### config.mk
export PLATFORM = sky130hd
export DESIGN_NAME = serial_recv
export DESIGN_NICKNAME = d
export VERILOG_FILES = /design/src/rtl/serial_link_pkg.sv /design/src/rtl/serial_recv_align.sv /design/src/rtl/serial_recv.sv
export SDC_FILE = /design/constraint.sdc
export NUM_CORES = 1
export LEC_CHECK = 0
export CAP_MARGIN = 0
export CORE_MARGIN = 2
export CORE_UTILIZATION = 48
export CTS_CLUSTER_SIZE = 28
export DETAILED_ROUTE_END_ITERATION = 8
export PLACE_DENSITY = 0.75
export RECOVER_POWER = 50
export SLEW_MARGIN = 20
export SYNTH_ARGS = -nofsm -noshare
export SYNTH_HDL_FRONTEND = slang
export SYNTH_SLANG_ARGS = --single-unit
### constraint.sdc
create_clock -name CLKS -period 4.51 [get_ports CLKS]
set_input_delay 0.451 -clock CLKS [delete_from_list [all_inputs] [get_ports CLKS]]
set_output_delay 0.451 -clock CLKS [all_outputs]
set_load 0.005 [all_outputs]
### src/rtl/serial_link_pkg.sv
// Shared definitions for the 2-bit-per-cycle serial link, used by both the
// word serializer (sender) and serial_recv (receiver).
package serial_link_pkg;

  localparam int WORD_W         = 64;
  localparam int PAIRS_PER_WORD = 32;
  localparam int CNT_W          = $clog2(PAIRS_PER_WORD);

  localparam logic [WORD_W-1:0] SYNC_WORD_DEFAULT = 64'hD5A3_0F96_3C5A_E71B;

  typedef enum logic {
    HUNT   = 1'b0,
    LOCKED = 1'b1
  } recv_state_e;

  // Data-word counter width: enough to reach the sync interval, never zero.
  function automatic int wcnt_width(input int interval);
    return (interval > 0) ? $clog2(interval + 1) : 1;
  endfunction

endpackage

### src/rtl/serial_recv_align.sv
// Bit-pair window and sync-word comparators for serial_recv.
// The odd-phase comparator is enabled by SERIAL_RECV_BITSLIP_EN.
module serial_recv_align
  import serial_link_pkg::*;
#(
  parameter logic [WORD_W-1:0] SYNC_WORD = SYNC_WORD_DEFAULT
) (
  input  logic              i_clk,
  input  logic              i_rst,
  input  logic [1:0]        i_din,
  input  logic              i_slip,
  output logic              o_match_even,
  output logic              o_match_odd,
  output logic [WORD_W-1:0] o_word
);

  // One extra bit so a word straddling the pair boundary is also visible.
  logic [WORD_W:0] r_win;

  always_ff @(posedge i_clk or posedge i_rst) begin
    if (i_rst) begin
      r_win <= '0;
    end else begin
      r_win <= {r_win[WORD_W-2:0], i_din};
    end
  end

  assign o_match_even = (r_win[WORD_W-1:0] == SYNC_WORD);

`ifdef SERIAL_RECV_BITSLIP_EN
  assign o_match_odd = (r_win[WORD_W:1] == SYNC_WORD);
`else
  assign o_match_odd = 1'b0;
`endif

  assign o_word = i_slip ? r_win[WORD_W:1] : r_win[WORD_W-1:0];

endmodule

### src/rtl/serial_recv.sv
// Serial link receiver: hunts for the sync word, then emits aligned 64-bit
// words every 32 pairs. Optional odd-phase lock via SERIAL_RECV_BITSLIP_EN.
module serial_recv
  import serial_link_pkg::*;
#(
  parameter logic [WORD_W-1:0] SYNC_WORD     = SYNC_WORD_DEFAULT,
  parameter int                SYNC_INTERVAL = 16
) (
  input  logic              CLKS,
  input  logic              RSTS,
  input  logic [1:0]        DIN,
  input  logic              RESYNC,
  output logic [WORD_W-1:0] DOUT,
  output logic              VALID,
  output logic              LOCK,
  output logic              SYNC_ERR
);

  localparam int                WCNT_W     = wcnt_width(SYNC_INTERVAL);
  localparam bit                SYNC_CHECK = (SYNC_INTERVAL > 0);
  localparam logic [WCNT_W-1:0] WCNT_SYNC  = WCNT_W'(SYNC_INTERVAL);
  localparam logic [CNT_W-1:0]  CNT_LAST   = CNT_W'(PAIRS_PER_WORD - 1);

  recv_state_e       r_state, w_state_next;
  logic [CNT_W-1:0]  r_cnt, w_cnt_next;
  logic [WCNT_W-1:0] r_wcnt, w_wcnt_next;
  logic              r_slip, w_slip_next;
  logic [WORD_W-1:0] r_dout, w_dout_next;
  logic              r_valid, w_valid_next;
  logic              r_lock, w_lock_next;
  logic              r_sync_err, w_sync_err_next;

  logic              w_match_even;
  logic              w_match_odd;
  logic [WORD_W-1:0] w_word;
  logic              w_sync_due;
  logic              w_sync_ok;

  serial_recv_align #(
    .SYNC_WORD (SYNC_WORD)
  ) u_align (
    .i_clk        (CLKS),
    .i_rst        (RSTS),
    .i_din        (DIN),
    .i_slip       (r_slip),
    .o_match_even (w_match_even),
    .o_match_odd  (w_match_odd),
    .o_word       (w_word)
  );

  assign w_sync_due = SYNC_CHECK && (r_wcnt == WCNT_SYNC);
  assign w_sync_ok  = r_slip ? w_match_odd : w_match_even;

  always_ff @(posedge CLKS or posedge RSTS) begin
    if (RSTS) begin
      r_state    <= HUNT;
      r_cnt      <= '0;
      r_wcnt     <= '0;
      r_slip     <= 1'b0;
      r_dout     <= '0;
      r_valid    <= 1'b0;
      r_lock     <= 1'b0;
      r_sync_err <= 1'b0;
    end else begin
      r_state    <= w_state_next;
      r_cnt      <= w_cnt_next;
      r_wcnt     <= w_wcnt_next;
      r_slip     <= w_slip_next;
      r_dout     <= w_dout_next;
      r_valid    <= w_valid_next;
      r_lock     <= w_lock_next;
      r_sync_err <= w_sync_err_next;
    end
  end

  always_comb begin
    w_state_next    = r_state;
    w_cnt_next      = r_cnt;
    w_wcnt_next     = r_wcnt;
    w_slip_next     = r_slip;
    w_dout_next     = r_dout;
    w_valid_next    = 1'b0;
    w_lock_next     = r_lock;
    w_sync_err_next = 1'b0;

    case (r_state)
      HUNT: begin
        w_cnt_next  = '0;
        w_wcnt_next = '0;
        // RESYNC has no effect here; a match always wins.
        if (w_match_even || w_match_odd) begin
          w_state_next = LOCKED;
          w_lock_next  = 1'b1;
`ifdef SERIAL_RECV_BITSLIP_EN
          w_slip_next  = ~w_match_even;
`else
          w_slip_next  = 1'b0;
`endif
        end
      end

      LOCKED: begin
        w_cnt_next = r_cnt + CNT_W'(1);
        if (RESYNC) begin
          w_state_next = HUNT;
          w_lock_next  = 1'b0;
        end else if (r_cnt == CNT_LAST) begin
          if (w_sync_due) begin
            if (w_sync_ok) begin
              w_wcnt_next = '0;
            end else begin
              w_sync_err_next = 1'b1;
              w_state_next    = HUNT;
              w_lock_next     = 1'b0;
            end
          end else begin
            w_dout_next  = w_word;
            w_valid_next = 1'b1;
            w_wcnt_next  = r_wcnt + WCNT_W'(1);
          end
        end
      end

      default: begin
        w_state_next = HUNT;
        w_lock_next  = 1'b0;
      end
    endcase
  end

  assign DOUT     = r_dout;
  assign VALID    = r_valid;
  assign LOCK     = r_lock;
  assign SYNC_ERR = r_sync_err;

endmodule

* Yosys cells after proc, flatten, opt, wreduce, memory -nomap -nowiden
Cells that the tools add are included. W data, S select, Z words.
Cells by class: shift operators 0, equal/unequal tests 10, order comparisons 0, muxes and demuxes 26, div/mod/pow operators 0, bitwise logic cells 3, add/sub/neg operators 2, reductions and logical operators 3, multipliers 0
Operators with widths (count):
- $eq A64 B64 Y1 const B | 1
- $mux W5 | 4
- $pmux W5 S2 | 2
- $mux W1 | 18
- $add A5 B1 Y5 const B | 2
- $eq A5 B5 Y1 const B | 2
- $ne A3 B2 Y1 const B | 3
- $reduce_and A4 Y1 | 2
- $ne A2 B2 Y1 const B | 2
- $pmux W1 S2 | 2
- $ne A3 B3 Y1 const B | 1
- $not A1 Y1 | 3
- $reduce_and A3 Y1 | 1
- $ne A2 B1 Y1 const B | 1
Word-level totals: memories kept 0, register bits 142, ROM bits 0, RAM bits 0, latch bits 0, input port bits 5, output and inout bits 67, word-level logic and storage cells 52

* Logic depth before layout (Yosys ltp)
word-level depth 6, gate-level depth with buffers 10, gate-level depth less buffers 8

* By module
A second synthesis with hierarchy kept.
Unflattened totals: cells, all modules 362, area total of the unflattened synthesis 5924.4 sq um
Modules (own cells, without submodules):
- serial_recv | instances 1, area an instance 3352.0 sq um, cells an instance 202
- serial_recv_align | instances 1, area an instance 2572.5 sq um, cells an instance 160

* Least setup slack after synthesis
No wires, ideal clock.
path type reg2reg, start point register r_cnt[0], end point register r_dout[0], in the netlist DOUT[0], library setup time 0.125 ns, required time 4.385 ns, path slack 2.507 ns, period minus slack after synthesis 2.003 ns, buffers on the path 3, arrival 1.879 ns, stages on the path, launching flop included 11, cell sequence dfrtp_1 ha_1 and3_1 ha_1 nor2b_1 buf_2 nand2_1 nor2_2 buf_6 buf_6 mux2_2
On the way: longest elaborated chain between the ends 2
Ends and longest elaborated chain:
- start, declared | line serial_recv.sv:25 | logic [CNT_W-1:0] r_cnt, w_cnt_next;
- start signal, assigned | line serial_recv.sv:66 | r_cnt <= w_cnt_next;
- $eq A5 B5 Y1 | line serial_recv.sv:107 | end else if (r_cnt == CNT_LAST) begin
- $reduce_and A4 Y1 (no source line)
- end signal, assigned | line serial_recv.sv:69 | r_dout <= w_dout_next;
- end, declared | line serial_recv.sv:28 | logic [WORD_W-1:0] r_dout, w_dout_next;
Every way passes these cells. A chain may end at the register's enable or synchronous reset.

* Final worst setup path
start point register r_cnt[0], end point register r_dout[59], in the netlist DOUT[59]
Same word-level chain as after synthesis.

==> Implementation_results.wiki <==
{| class="wikitable"
! Metric !! Value
|-
| Internal power component || 2.14 mW
|-
| Clock slew seen by the registers of the worst setup and hold paths || 0.07 ns
|-
| Boundary pin count || 72
|-
| CTS H-tree lvls || 4
|-
| Source of the worst register-to-register timing path || r_cnt[0]
|-
| Buffer count from post-CTS setup fixing || 0
|-
| Net load switching power || 0.601 mW
|-
| Leftover overflow at the end of global routing || 0
|-
| TritonCTS buffer count || 17
|-
| Proportion of layout cells with a drive suffix above 1 || 27.8%
|-
| Sequential area share after synthesis || 72.7%
|-
| Largest net degree at the start of global routing || 111
|-
| Worst setup path start || r_cnt[0]
|-
| Total of flip-flops plus latches after synthesis || 142
|-
| Clock latency on the worst-skew pair || 0.51 ns
|-
| Headroom to the max-slew limit || -49.1%
|-
| Via count normalized by instance count || 5.08
|-
| Part of the total power dissipated in the clock network || 49.7%
|-
| Placement row count || 36
|-
| Number of cells on the worst hold path || 0
|-
| Post-route design area || 6290 sq um
|-
| Cell repeated most along the worst path || ha_1
|-
| Ordered cell list for the critical path || ha_1, and3_1, ha_1, nor2b_1, nand2_1, nor2_4, buf_4, mux2_2
|-
| IR drop worst, VDD || 306 uV
|-
| Leakage power summed over all cells || 2.90 nW
|-
| Final slew viol count || 111
|-
| Top-area cell type share of the netlist area || 72.7%
|-
| Number of iterations in the first detailed-routing pass || 4
|-
| Die outline area || 11,000 sq um
|-
| Number of global-route vias before repair || 2,858
|-
| Failing checks || capacitance limit, slew limit
|-
| Crit-path max cell delay || 0.64 ns
|-
| Critical hold path startpoint || u_align.r_win[4]
|-
| Mean cell area of the mapped netlist || 16.9 sq um
|-
| Non-filler instance count after layout || 518
|-
| Initial Util || 49.8%
|-
| Startpoint-to-endpoint class of the critical path || reg2reg
|-
| Critical path's slowest cell || buf_4
|-
| Overall via count from detail_route || 2,633
|-
| Status || complete, but fails checks
|-
| Netlist Area Pre-Place || 4890 sq um
|-
| Net count of the mapped netlist || 298
|-
| Die width || 105 um
|-
| MaxCap Viol Count || 1
|-
| Dominant delay contributor by cell family on the critical path || simple AND/OR/NAND/NOR gates
|-
| CTS tree || done
|-
| Switching portion of total power || 22.0%
|-
| DRC || 0
|-
| Worst reg2reg setup slack || 1.60 ns
|-
| Top achievable clock speed || 344 MHz
|-
| Vertical die dimension || 105 um
|-
| Data arrival time of the worst path || 3.30 ns
|-
| Sort of element at the end of the critical path || flip-flop
|-
| PortBufs || 71
|-
| Layout overhead on the synthesized area || 28.8%
|-
| Number of distinct library cell variants in the gate-level netlist after synthesis || 30
|-
| Sequential Power Share || 48.8%
|-
| Post-layout minimum cycle time || 2.91 ns
|-
| Final Hold Viols || 0
|-
| Core region area || 9820 sq um
|-
| Global-route usage over all layers || 17.5%
|-
| Gate Count Post-Synth || 289
|-
| Final standard cell utilization of the core || 64.1%
|-
| Initial antenna violation count || 0
|-
| Crit path buf inv count || 1
|-
| GP Congestion || 0.738
|-
| Post-route antenna net violation count || 0
|-
| Period Utilization, post-route || 64.4%
|-
| Most frequent cells in the layout || 142 x dfrtp_1, 68 x clkdlybuf4s50_1, 64 x mux2_2, 16 x clkbuf_16, 8 x nor2_1
|-
| Clk_skew || 0.00804 ns
|-
| Slew of the pin with the lowest slew margin || 2.24 ns
|-
| Reg2Reg Depth || 8
|-
| Total of endpoints with negative setup slack in the final report || 0
|-
| Count of clock tree sinks || 142
|-
| Area after detailed placement || 5710 sq um
|-
| Worst path setup slack after routing || 1.60 ns
|-
| Number of nets in the layout || 381
|-
| Placement-stage worst setup slack || 1.62 ns
|-
| Synth area leader || dfrtp_1
|-
| Class of the tightest hold or removal check || reg2reg
|-
| DR iter-0 viols || 101
|-
| Synthesis warning total || 0
|-
| Count of inserted antenna diode cells || 0
|-
| Most frequent standard cell in the layout excluding fill and tap cells || dfrtp_1
|-
| Crit start category || flip-flop
|-
| Setup tns final || 0 ns
|-
| Hold buffer count at CTS || 0
|-
| CTS max path bufs || 2
|-
| Placed cells || 486
|-
| Top cells by area in the synthesized netlist || dfrtp_1 73%, mux2_2 15%, and4bb_2 1.5%
|-
| Share of power burned in combinational logic || 1.6%
|-
| Clock Root Buffer || clkbuf_8
|-
| Total Routed Length || 8870 um
|-
| First-pass GRT wire length || 14,800 um
|-
| Average routed wire per standard cell || 17.1 um
|-
| Min-Delay Endpoint || u_align.r_win[6]
|-
| CP required || 4.90 ns
|-
| Peak fanout along the critical path || 65
|-
| Final HPWL from detailed placement || 5550 um
|-
| Number of cells upsized or downsized after cts || 0
|-
| End of the worst register-to-register path || DOUT[59]
|-
| Cell Pwr Density || 435 nW/um^2
|-
| RSZ-0062 raised after global routing || no
|}
flip-flops by register name, summed over array words and instances (netlist names):
name / flops
DOUT: 64
LOCK: 1
SYNC_ERR: 1
VALID: 1
r_cnt: 5
r_state: 1
r_wcnt: 5
u_align.r_win: 64
worst reg2reg max path, stage by stage, from the launching register on:
cell and delay (ns):
dfrtp_1 0.37, ha_1 0.19, and3_1 0.15, ha_1 0.17, nor2b_1 0.49, nand2_1 0.21
nor2_4 0.10, buf_4 0.64, mux2_2 0.46
worst max path at each step:
stage	endpoint	slack, ns	depth (start not counted)
3_5_place_dp	DOUT[45]	1.62	6
5_1_grt	DOUT[40]	1.39	8
3_3_place_gp	DOUT[37]	1.74	6
4_1_cts	DOUT[9]	1.62	8
2_1_floorplan	DOUT[0]	0.25	1
6_report	DOUT[59]	1.60	8
metrics by stage:
step                      hold slack (ns)  power, mW
final                               0.388       2.74
after global routing                0.400       2.84
after CTS                           0.357       2.76
after detailed placement            0.375       1.40
after global placement              0.365       1.40
after floorplan                     0.361       1.38
cell usage after synthesis, drive strengths merged:
| library cell | number |
|---|---|
| dfrtp | 142 |
| mux2 | 64 |
| nor2 | 9 |
| buf | 8 |
| nand2 | 7 |
| a21oi | 6 |
| and4bb | 6 |
| inv | 5 |
| nand4 | 5 |
| nor4bb | 5 |
| and4b | 4 |
| ha | 4 |
| and3 | 3 |
| nand3 | 3 |
| o21ai | 3 |
| and2 | 2 |
| nor2b | 2 |
| xor2 | 2 |
| a221oi | 1 |
| a311oi | 1 |
| clkbuf | 1 |
| nor3 | 1 |
| nor4 | 1 |
| nor4b | 1 |
| o311ai | 1 |
| or2b | 1 |
| xnor2 | 1 |
power groups by stage:
| stage | clock, mW | combinational [mW] | sequential, mW |
|---|---|---|---|
| global placement | 0 | 0.0450 | 1.36 |
| global route | 1.45 | 0.0507 | 1.34 |
| CTS | 1.38 | 0.0458 | 1.33 |
| finish | 1.36 | 0.0430 | 1.33 |
| detailed placement | 0 | 0.0458 | 1.36 |
| floorplan | 0 | 0.0312 | 1.34 |
layer usage:
| layer | vias to the layer above | global-route usage, % | routed length, um |
|---|---|---|---|
| li1 | 1196 | - | - |
| met1 | 1347 | 23.5 | 3960 |
| met2 | 77 | 26.2 | 4200 |
| met3 | 13 | 6.36 | 581 |
| met4 | 0 | 7.14 | 132 |
| met5 | - | 0 | 0 |
kinds of logic after synthesis:
group | synth area share [%]
multiplexers | 14.7
AO/OA/AOI/OAI | 1.46
adder cells (fa/ha/maj) | 1.02
buffers and inverters | 2.05
XOR/XNOR | 0.538
flip-flops | 72.7
AND/OR/NAND/NOR | 7.48
final cells by class:
class / instances / area, sq um
inverters: 5 / 22.5
repair buffers: 73 / 726
multi-input cells: 133 / 1240
well taps: 133 / 166
clock inverters: 13 / 154
flip-flops and latches: 142 / 3550
fillers: 742 / 3530
clock buffers: 19 / 432
Note: power is estimated with default switching activity, not from simulation.
